File: src/rtl/apb_slave_mem.sv
// rtl/apb_slave_mem.sv - APB completer backed by a byte-wide register memory with programmable wait states
module apb_slave_mem #(
    parameter int unsigned DEPTH       = 12,
    parameter int unsigned WAIT_CYCLES = 1
) (
    input  logic       pclk,
    input  logic       presetn,
    input  logic       psel,
    input  logic       penable,
    input  logic       pwrite,
    input  logic [3:0] paddr,
    input  logic [7:0] pwdata,
    output logic [7:0] prdata,
    output logic       pready,
    output logic       pslverr
);

    typedef enum logic {
        IDLE   = 1'b0,
        ACCESS = 1'b1
    } state_e;

    localparam logic [2:0] WAIT_INIT = 3'(WAIT_CYCLES);
    localparam logic [4:0] DEPTH_L   = 5'(DEPTH);
    localparam bit         NO_WAIT   = (WAIT_CYCLES == 0);

    state_e     state_q, state_d;
    logic [3:0] addr_q, addr_d;
    logic       wr_q, wr_d;
    logic [2:0] cnt_q, cnt_d;
    logic       pready_q, pready_d;
    logic       pslverr_q, pslverr_d;
    logic [7:0] prdata_q, prdata_d;

    logic [7:0] mem_q [DEPTH];
    logic       mem_we;

    // Address/direction the response is built from: live bus on the setup edge, latched copy afterwards.
    logic [3:0] resp_addr;
    logic       resp_wr;
    logic       resp_in_range;
    logic [7:0] rd_byte;

    // Select the response source and fetch the addressed byte (0x00 when out of range).
    always_comb begin
        resp_addr     = (state_q == IDLE) ? paddr : addr_q;
        resp_wr       = (state_q == IDLE) ? pwrite : wr_q;
        resp_in_range = ({1'b0, resp_addr} < DEPTH_L);
        rd_byte       = 8'h00;
        for (int i = 0; i < int'(DEPTH); i++) begin
            if (resp_addr == 4'(i)) begin
                rd_byte = mem_q[i];
            end
        end
    end

    // Next-state and registered-response logic for the two-state transfer FSM.
    always_comb begin
        state_d   = state_q;
        addr_d    = addr_q;
        wr_d      = wr_q;
        cnt_d     = cnt_q;
        pready_d  = pready_q;
        pslverr_d = pslverr_q;
        prdata_d  = prdata_q;
        mem_we    = 1'b0;

        case (state_q)
            IDLE: begin
                pready_d  = 1'b0;
                pslverr_d = 1'b0;
                prdata_d  = 8'h00;
                if (psel && !penable) begin
                    state_d = ACCESS;
                    addr_d  = paddr;
                    wr_d    = pwrite;
                    cnt_d   = WAIT_INIT;
                    if (NO_WAIT) begin
                        pready_d  = 1'b1;
                        pslverr_d = !resp_in_range;
                        prdata_d  = (!resp_wr && resp_in_range) ? rd_byte : 8'h00;
                    end
                end
            end

            ACCESS: begin
                if (!psel) begin
                    // Abort: requester walked away, nothing is written.
                    state_d   = IDLE;
                    cnt_d     = 3'd0;
                    pready_d  = 1'b0;
                    pslverr_d = 1'b0;
                    prdata_d  = 8'h00;
                end else if (penable && pready_q) begin
                    // Completion edge: commit an in-range write, drop the response.
                    state_d   = IDLE;
                    cnt_d     = 3'd0;
                    pready_d  = 1'b0;
                    pslverr_d = 1'b0;
                    prdata_d  = 8'h00;
                    mem_we    = wr_q && ({1'b0, addr_q} < DEPTH_L);
                end else if (penable && (cnt_q != 3'd0)) begin
                    // Count down wait states; saturates at zero so it cannot wrap.
                    cnt_d = cnt_q - 3'd1;
                    if (cnt_q == 3'd1) begin
                        pready_d  = 1'b1;
                        pslverr_d = !resp_in_range;
                        prdata_d  = (!resp_wr && resp_in_range) ? rd_byte : 8'h00;
                    end
                end
            end

            default: begin
                state_d = IDLE;
            end
        endcase
    end

    // FSM, latched request and response registers.
    always_ff @(posedge pclk or negedge presetn) begin
        if (!presetn) begin
            state_q   <= IDLE;
            addr_q    <= 4'h0;
            wr_q      <= 1'b0;
            cnt_q     <= 3'd0;
            pready_q  <= 1'b0;
            pslverr_q <= 1'b0;
            prdata_q  <= 8'h00;
        end else begin
            state_q   <= state_d;
            addr_q    <= addr_d;
            wr_q      <= wr_d;
            cnt_q     <= cnt_d;
            pready_q  <= pready_d;
            pslverr_q <= pslverr_d;
            prdata_q  <= prdata_d;
        end
    end

    // Register memory, cleared by reset, written on the completion edge with the live pwdata.
    always_ff @(posedge pclk or negedge presetn) begin
        if (!presetn) begin
            for (int i = 0; i < int'(DEPTH); i++) begin
                mem_q[i] <= 8'h00;
            end
        end else begin
            for (int i = 0; i < int'(DEPTH); i++) begin
                if (mem_we && (addr_q == 4'(i))) begin
                    mem_q[i] <= pwdata;
                end
            end
        end
    end

    assign pready  = pready_q;
    assign pslverr = pslverr_q;
    assign prdata  = prdata_q;

endmodule
File: config.mk
export PLATFORM = sky130hd
export DESIGN_NAME = apb_slave_mem
export DESIGN_NICKNAME = d
export VERILOG_FILES = /design/src/rtl/apb_slave_mem.sv
export SDC_FILE = /design/constraint.sdc
export NUM_CORES = 1
export LEC_CHECK = 0
export BUFFER_PORTS_ARGS = -buffer_cell sky130_fd_sc_hd__buf_2
export CAP_MARGIN = 40
export CELL_PAD_IN_SITES_DETAIL_PLACEMENT = 2
export CELL_PAD_IN_SITES_GLOBAL_PLACEMENT = 2
export CORE_MARGIN = 2
export CORE_UTILIZATION = 31
export CTS_CLUSTER_DIAMETER = 80
export CTS_CLUSTER_SIZE = 16
export DETAILED_ROUTE_END_ITERATION = 6
export GPL_ROUTABILITY_DRIVEN = 0
export PLACE_DENSITY = 0.68
export SLEW_MARGIN = 20
export SYNTH_ARGS = -nofsm -noshare
export SYNTH_HDL_FRONTEND = slang
export SYNTH_SLANG_ARGS = --single-unit
File: constraint.sdc
create_clock -name pclk -period 3.95 [get_ports pclk]
set_input_delay 0.79 -clock pclk [delete_from_list [all_inputs] [get_ports pclk]]
set_output_delay 0.79 -clock pclk [all_outputs]
set_load 0.05 [all_outputs]
# Word-level counts from Yosys, hierarchy flattened
# Index checks and enable logic that the tools add are counted.
op_classes:
  n_addsub: 1
  n_lt_le_gt_ge: 2
  n_eq_ne: 26
  muxes: 42
  bitwise_logic: 1
  reduce_logical: 26
ops:
  columns: ["op", "n"]
  rows:
  - ["8-bit two-way mux", 17]
  - ["4-bit by 3-bit equality test with 1-bit output (second input constant)", 8]
  - ["4-bit equality test (second input constant)", 8]
  - ["1-bit logical AND", 17]
  - ["4-bit by 2-bit equality test with 1-bit output (second input constant)", 4]
  - ["8-bit case mux with 2 select lines", 1]
  - ["1-bit two-way mux", 15]
  - ["3-bit two-way mux", 4]
  - ["4-bit by 1-bit equality test with 1-bit output (second input constant)", 2]
  - ["4-bit zero test", 2]
  - ["4-bit less-than comparator (second input constant)", 2]
  - ["4-bit by 2-bit inequality test with 1-bit output (second input constant)", 2]
  - ["1-bit case mux with 2 select lines", 3]
  - ["3-bit case mux with 2 select lines", 1]
  - ["2-bit AND reduction", 3]
  - ["4-bit two-way mux", 1]
  - ["3-bit by 1-bit equality test with 1-bit output (second input constant)", 1]
  - ["1-bit zero test", 3]
  - ["3-bit nonzero test", 1]
  - ["3-bit by 1-bit subtractor with 3-bit output (second input constant)", 1]
  - ["2-bit by 1-bit inequality test with 1-bit output (second input constant)", 1]
  - ["1-bit NOT", 1]
word_totals:
  ff_bits: 115
  out_inout_bits: 10

# Longest topological paths before layout
# Gate-level depths: netlist (run 1).
logic_depth:
  depth_word: 20
  depth_mapped: 8
  ltp_nobuf: 7

# Least setup slack after synthesis (run 1)
# OpenSTA, ideal clock, no wires.
synth_path:
  kind: "in2reg"
  startpoint: "in paddr[0]"
  endpoint: "reg prdata_q[5], in the netlist prdata[5]"
  t_arrival_ns: 2.158
  t_required_ns: 3.821
  slack_ns: 1.663
  path_stages: 5
  path_buffers: 0
  cell_sequence: "mux2i_1 -> mux4_2 -> a21oi_1 -> a2111oi_1 -> a2111o_1"
synth_between:
  elab_chain_len: 20
  elab_cells_between_ends: 33
  cone_classes: "order compare: 1; eq/ne: 11; mux: 19; reduce/logical: 2"
synth_lines:
  columns: ["item", "line_no", "source"]
  rows:
  - ["start, declared", "11", "input logic [3:0] paddr,"]
  - ["4-bit two-way mux *", "46", "resp_addr = (state_q == IDLE) ? paddr : addr_q;"]
  - ["4-bit zero test", "51", "if (resp_addr == 4'(i)) begin"]
  - ["8-bit two-way mux (12 in series)", "51", null]
  - ["8-bit two-way mux *", "108", "prdata_d = (!resp_wr && resp_in_range) ? rd_byte : 8'h00;"]
  - ["8-bit two-way mux *", "105", "if (cnt_q == 3'd1) begin"]
  - ["8-bit two-way mux *", "102", "end else if (penable && (cnt_q != 3'd0)) begin"]
  - ["8-bit two-way mux *", "94", "end else if (penable && pready_q) begin"]
  - ["8-bit two-way mux *", "87", "if (!psel) begin"]
  - ["8-bit case mux with 2 select lines *", "68", "case (state_q)"]
  - ["end signal, assigned", "136", "prdata_q <= prdata_d;"]
  - ["end, declared", "33", "logic [7:0] prdata_q, prdata_d;"]
# Every way passes the cells marked *; elsewhere a longest branch is shown, timed or not. The select of a mux whose other input is x is not followed.
# A chain may end at the register's enable or synchronous reset.

# Worst setup path in the final report (run 1)
layout_path:
  startpoint: "reg state_q"
  endpoint: "reg mem_q[20] in the netlist's numbering"
layout_between:
  elab_chain_len: 2
layout_lines:
  columns: ["item", "line_no", "source"]
  rows:
  - ["start, declared", "27", "state_e state_q, state_d;"]
  - ["start signal, assigned", "130", "state_q <= state_d;"]
  - ["1-bit two-way mux", "68", null]
  - ["1-bit logical AND", "148", "if (mem_we && (addr_q == 4'(i))) begin"]
  - ["end signal, assigned by index", "149", "mem_q[i] <= pwdata;"]
  - ["end, declared", "35", "logic [7:0] mem_q [DEPTH];"]
# No other way between the ends.

==> impl_metrics.toml, run 1 <==
[critical_path]
cp_slowest_stage_delay_ns = 0.63
worst_setup_path_end_kind = "register"
cp_max_fo = 13
cp-start-kind = "register"
slowest_stage = "dfrtp_1"
cp.arrival_ns = 3.07
critPathKind = "register to register"
cp_cell_sequence = "buf_4 > and2_1 > nand3_1 > nor3b_2 > nand2_1 > mux2_2"
worstPathRequired_ns = 4.25

[drt]
viasPerCell = 5.60
ant_nets = 0
wl_um = 18500
drt_iter0_drc = 188
via_count = 4225
route.detailed.drc = 0
drt-pass1-iter-count = 4
post_drt_wl_per_cell_um = 24.5

[clock_network]
insertion_delay_ns = 0.42
cts_setup_buffers = 0
cts.sinks = 115
cts_tree = "built"
cts-buffers-inserted = 17
holdBufCountCts = 0
clk_pin_slew_worst_paths_ns = 0.05
htree_levels = 4
cts-root-buf = "clkbuf_16"
clk_path_buf_depth = 2
cts_resized = 0

[timing]
report.final.slew_viol_count = 0
worst_pin_slew_ns = 0.803
hold_violations = 0
fmax_mhz = 361
fin_tns_setup_ns = 0
clock_skew_ns = 0.00774
rsz0062_at_grt = "false"
fin_crit_sh_pct = 70.1
period_minus_slack_ns = 2.77
setup_viol = 0
slew_headroom_pct = 46.4

[synth]
synthArstFlopShare_pct = 100
synthFlopType = "dfrtp_1"
synth_area_leader_cell = "dfrtp_1"
netlist_area_mm2 = 0.00577
synth_warnings = 0
synth_nets = 504
avgSynthCellArea_um2 = 11.9
synthDistinctLibCells = 59
synth-seq-cells = 115
syn_inst = 484
seq_area_frac_synth_pct = 49.9
synth_edf_count = 0
synth_top_area_share_pct = 49.9
synth_area_leaders = "dfrtp_1 50%, mux2_2 22%, nand2_1 2.6%, a221oi_1 1.7%, nor2_1 1.5%"

[global_routing]
grt_max_degree = 44
grt_pass1_vias = 4757
grt_pass1_wl_um = 29500
antenna_found_initial = 0
groute.usage.overall_pct = 19.9
grt_overflow = 0

[layout]
n_fill_cell = 1852
layout_commonest_cell = "dfrtp_1"
n_antenna_cell = 0
fin_nets = 533
drive_gt1_share_pct = 37.6
area_growth_syn_to_layout_pct = 17.6
multi_input_area_mm2 = 0.00275
fin_util_pct = 37.5
layout_common_cells = "115 x dfrtp_1, 114 x mux2_2, 40 x nand2_1"
register_area_mm2 = 0.00288

[floorplanning]
io_pins = 27
coreArea_mm2 = 0.0181
placementRows = 49
dieArea_mm2 = 0.0197
die_w_um = 140
die_h_um = 140
start_util_pct = 31.9

[power_and_ir_drop]
p_per_area_mw_per_mm2 = 474
leakage_nw = 3.13
irDropWorstVdd_uv = 205

[placed_design]
port_buffers = 26
dp_hpwl_um = 12600

[flow_run]
max-cap-violations = 0

[min_path]
hp-class = "input port to async pin"

[status]
outcome = "complete, no violations"
cells by family (layout without fill, tap and decap cells):
group | after synthesis | count (layout) | share of synthesized area (%)
simple gates | 114 | 114 | 10.1
flops | 115 | 115 | 49.9
mux | 123 | 123 | 24.3
compound gates | 94 | 94 | 12.2
buf+inv | 34 | 76 | 2.73
xor+xnor | 1 | 1 | 0.152
fa+ha+maj | 3 | 3 | 0.651
path summary, 6_finish.rpt:
kind / from / to / slack (ns) / depth (start not counted)
setup / recovery: state_q / mem_q[20] / 1.18 / 6
hold / removal: presetn / mem_q[72] / 0.38 / 1
setup reg to reg: state_q / mem_q[20] / 1.18 / 6
hold reg to reg: mem_q[86] / mem_q[86] / 0.51 / 1
max in group asynchronous: presetn / mem_q[60] / 2.65 / 3
min in group pclk: mem_q[86] / mem_q[86] / 0.51 / 1
area by class of cell:
| class | instances | area share, % |
|---|---|---|
| Timing Repair Buffer | 38 | 3.65 |
| Clock inverter | 8 | 1.46 |
| Clock buffer | 24 | 7.39 |
| Tap cell | 229 | 4.22 |
| Multi-Input combinational cell | 335 | 40.6 |
| Sequential cell | 115 | 42.4 |
| Inverter | 6 | 0.332 |
power by group:
part           internal (W)  total (W)  switching [W]
Sequential          0.00120    0.00125      0.0000474
Combinational      0.000136   0.000403       0.000267
Clock               0.00101    0.00156       0.000555
metrics by stage:
step | setup WS (ns) | area [µm²] | power (W) | instances | hold slack [ns]
after global routing | 0.778 | 6790 | 0.00334 | 755 | 0.411
after detailed placement | 1.14 | 6180 | 0.00167 | 722 | 0.495
after floorplan | 1.66 | 5770 | 0.00150 | 484 | 0.465
after global placement | 1.24 | 6160 | 0.00165 | 721 | 0.483
after CTS | 1.13 | 6780 | 0.00325 | 754 | 0.386
final | 1.18 | 6790 | 0.00322 | 755 | 0.379
critical path: cells and delay by family, from the launching register on:
family	cells	cell delay, ns
buf+inv	1	0.29
simple gates	4	1.29
flops	1	0.63
mux	1	0.43
per-layer routing:
metal	track usage [%]	up-vias	wire length, µm
met1	26.6	2245	8360
met3	4.34	24	803
met4	6.01	0	276
li1	-	1874	-
met5	0	-	0
met2	32.4	82	9030
cell usage after synthesis (all sizes together), types with 7 or more instances:
master	number
o21ai	13
a221oi	11
a211o	7
mux2i	7
a21oi	17
nor2	24
dfrtp	115
a2111oi	10
mux2	114
buf	14
nor3	9
nand3	8
nand2	40
clkbuf	14
registers in the layout, indices dropped and copies added (netlist names):
register,count
mem_q,96
prdata,8
addr_q,4
cnt_q,3
pready,1
pslverr,1
state_q,1
wr_q,1
(Power assumes the default switching activity.)
==> inputs of run 2 (changes only) <==
Settings changed: PLACE_DENSITY 0.68 to 0.7.
Clock period 3.95 ns to 2.4 ns, I/O delays scaled along.
==> run 2 against run 1 <==
The run now ends with hold timing left. Critical path depth stayed put. Clock skew hardly changed. Combinational power is 95% higher. Via count is 3.6% higher. Wire length is 3.2% higher. Non-clock buffer count is 27 higher. First-iteration DRC count is 25% higher. Core utilization is 1.5 points higher. Worst hold slack worse by 0.38 ns. Register-to-register slack worse by 1.1 ns. Count of clock-buffer cells in the layout is 3 lower. Fmax is 21% higher.
==> impl_metrics.toml, run 2 (same netlist as run 1, synthesis figures left out) <==
[status]
outcome = "finished, violations left"
violations = "hold timing"

[power_and_ir_drop]
power.switching_w = 0.00145
p_sw_share_pct = 26.1
p_per_area_mw_per_mm2 = 785
irDropWorstVdd_uv = 458
p_comb_share_pct = 14.2
p_total_w = 0.00554
p_clk_share_pct = 49.2
leakage_nw = 3.28
p_int_w = 0.00409
p_seq_share_pct = 36.7

[critical_path]
critPathKind = "register to register"
r2r-start = "state_q"
worst_setup_path_end_kind = "register"
rrSetupSlack_ns = 0.11
rr_worst_depth = 6
cp.arrival_ns = 2.57
worstPathRequired_ns = 2.67
cp-start-kind = "register"
cp_max_fo = 14
endpoint = "prdata[3]"
timing.rr.end = "prdata[3]"
critPathLaunch = "state_q"

[global_routing]
grt_pass1_wl_um = 30500
grt_max_degree = 60
grt_pass1_vias = 4920
groute.usage.overall_pct = 20.8
grt_overflow = 0
antenna_found_initial = 0

[layout]
n_fill_cell = 1853
drive_gt1_share_pct = 41.6
n_antenna_cell = 0
regMostFlops = "mem_q"
register_area_mm2 = 0.00288
multi_input_area_mm2 = 0.00278
largest_reg_flops = 96
area_growth_syn_to_layout_pct = 22.2
fin_nets = 560
layout_common_cells = "114 x mux2_2, 114 x dfrtp_1, 40 x nand2_1"

[floorplanning]
die_h_um = 140
io_pins = 27
start_util_pct = 31.9
dieArea_mm2 = 0.0197
die_w_um = 140
placementRows = 49
coreArea_mm2 = 0.0181

[clock_network]
cts.sinks = 115
cts-buffers-inserted = 17
htree_levels = 4
holdBufCountCts = 0
cts_tree = "built"
cts-root-buf = "clkbuf_16"
insertion_delay_ns = 0.42
clk_path_buf_depth = 2
clk_pin_slew_worst_paths_ns = 0.05

[timing]
slew_headroom_pct = 51.2
hold_violations = 3
fmax_mhz = 436
fin_crit_sh_pct = 95.6
period_minus_slack_ns = 2.29
rsz0062_at_grt = "false"
setup_viol = 0
clock_skew_ns = 0.00800
hold_ws_ns = -0.00387
report.final.slew_viol_count = 0
worst_pin_slew_ns = 0.725

[drt]
viasPerCell = 5.61
drt-pass1-iter-count = 4
drt_iter0_drc = 235
route.detailed.drc = 0
wl_um = 19100
post_drt_wl_per_cell_um = 24.4
ant_nets = 0
via_count = 4379

[min_path]
hp-class = "input port to async pin"

[flow_run]
max-cap-violations = 0

[placed_design]
dp_hpwl_um = 13300
port_buffers = 26
==> run 2: cell count changes in the layout (fill, tap and decap cells not counted), moves of 2 or more <==
cell	previous run	this run
buf_4	11	38
a2111oi_0	9	5
a2111oi_2	0	3
bufinv_16	2	4
clkbuf_1	2	0
==> run 2: worst min path at each step <==
stage             from        end  cells after the start
6_report       presetn  mem_q[88]                      1
5_1_grt        presetn  mem_q[88]                      1
4_1_cts        presetn  mem_q[88]                      1
3_5_place_dp   presetn  mem_q[88]                      1
3_3_place_gp   presetn  mem_q[88]                      1
2_1_floorplan  presetn  addr_q[0]                      0
==> run 2: what timing repair did <==
action / CTS / global route
buffers inserted: 2 / 2
setup endpoints to repair: 3 / 7
resized for setup: 6 / 3
pin swaps: 0 / 1
==> run 2: metrics by stage <==
stage	std cells	setup slack [ns]	cell area, µm²	TNS, ns	utilization (%)
after floorplan	484	0.380	5770	0	-
after global placement	746	0.0770	6360	0	35.2
after detailed placement	746	-0.0988	6360	-0.199	35.2
after CTS	778	0.00420	7020	0	38.8
after global routing	780	0.0167	7050	0	39.0
final	780	0.106	7050	0	39.0
==> run 2: routing by layer <==
layer	track usage, %	vias up	routed length (µm)
met5	0	-	0
met4	5.37	0	209
met3	5.09	18	949
met2	35.2	93	9610
met1	26.7	2338	8290
li1	-	1930	-
==> run 2: critical path, cell delays in order (launching register included) <==
cell,delay (ns)
dfrtp_2,0.46
buf_4,0.22
or3b_4,0.44
a211o_1,0.43
o22ai_1,0.28
a211o_1,0.22
a22oi_1,0.09
==> run 2: layout make-up <==
type	count	area share, %
Inverter	6	0.319
Timing Repair Buffer	65	6.39
Clock buffer	21	6.81
Tap cell	229	4.06
Sequential cell	115	40.8
Clock inverter	9	2.15
Multi-Input combinational cell	335	39.4
==> run 2: power groups by stage <==
stage               clock [W]  sequential, W  combinational [W]
finish                0.00272        0.00203           0.000786
global route          0.00287        0.00204           0.000851
CTS                   0.00279        0.00203           0.000780
detailed placement          0        0.00206           0.000758
global placement            0        0.00206           0.000729
floorplan                   0        0.00204           0.000439
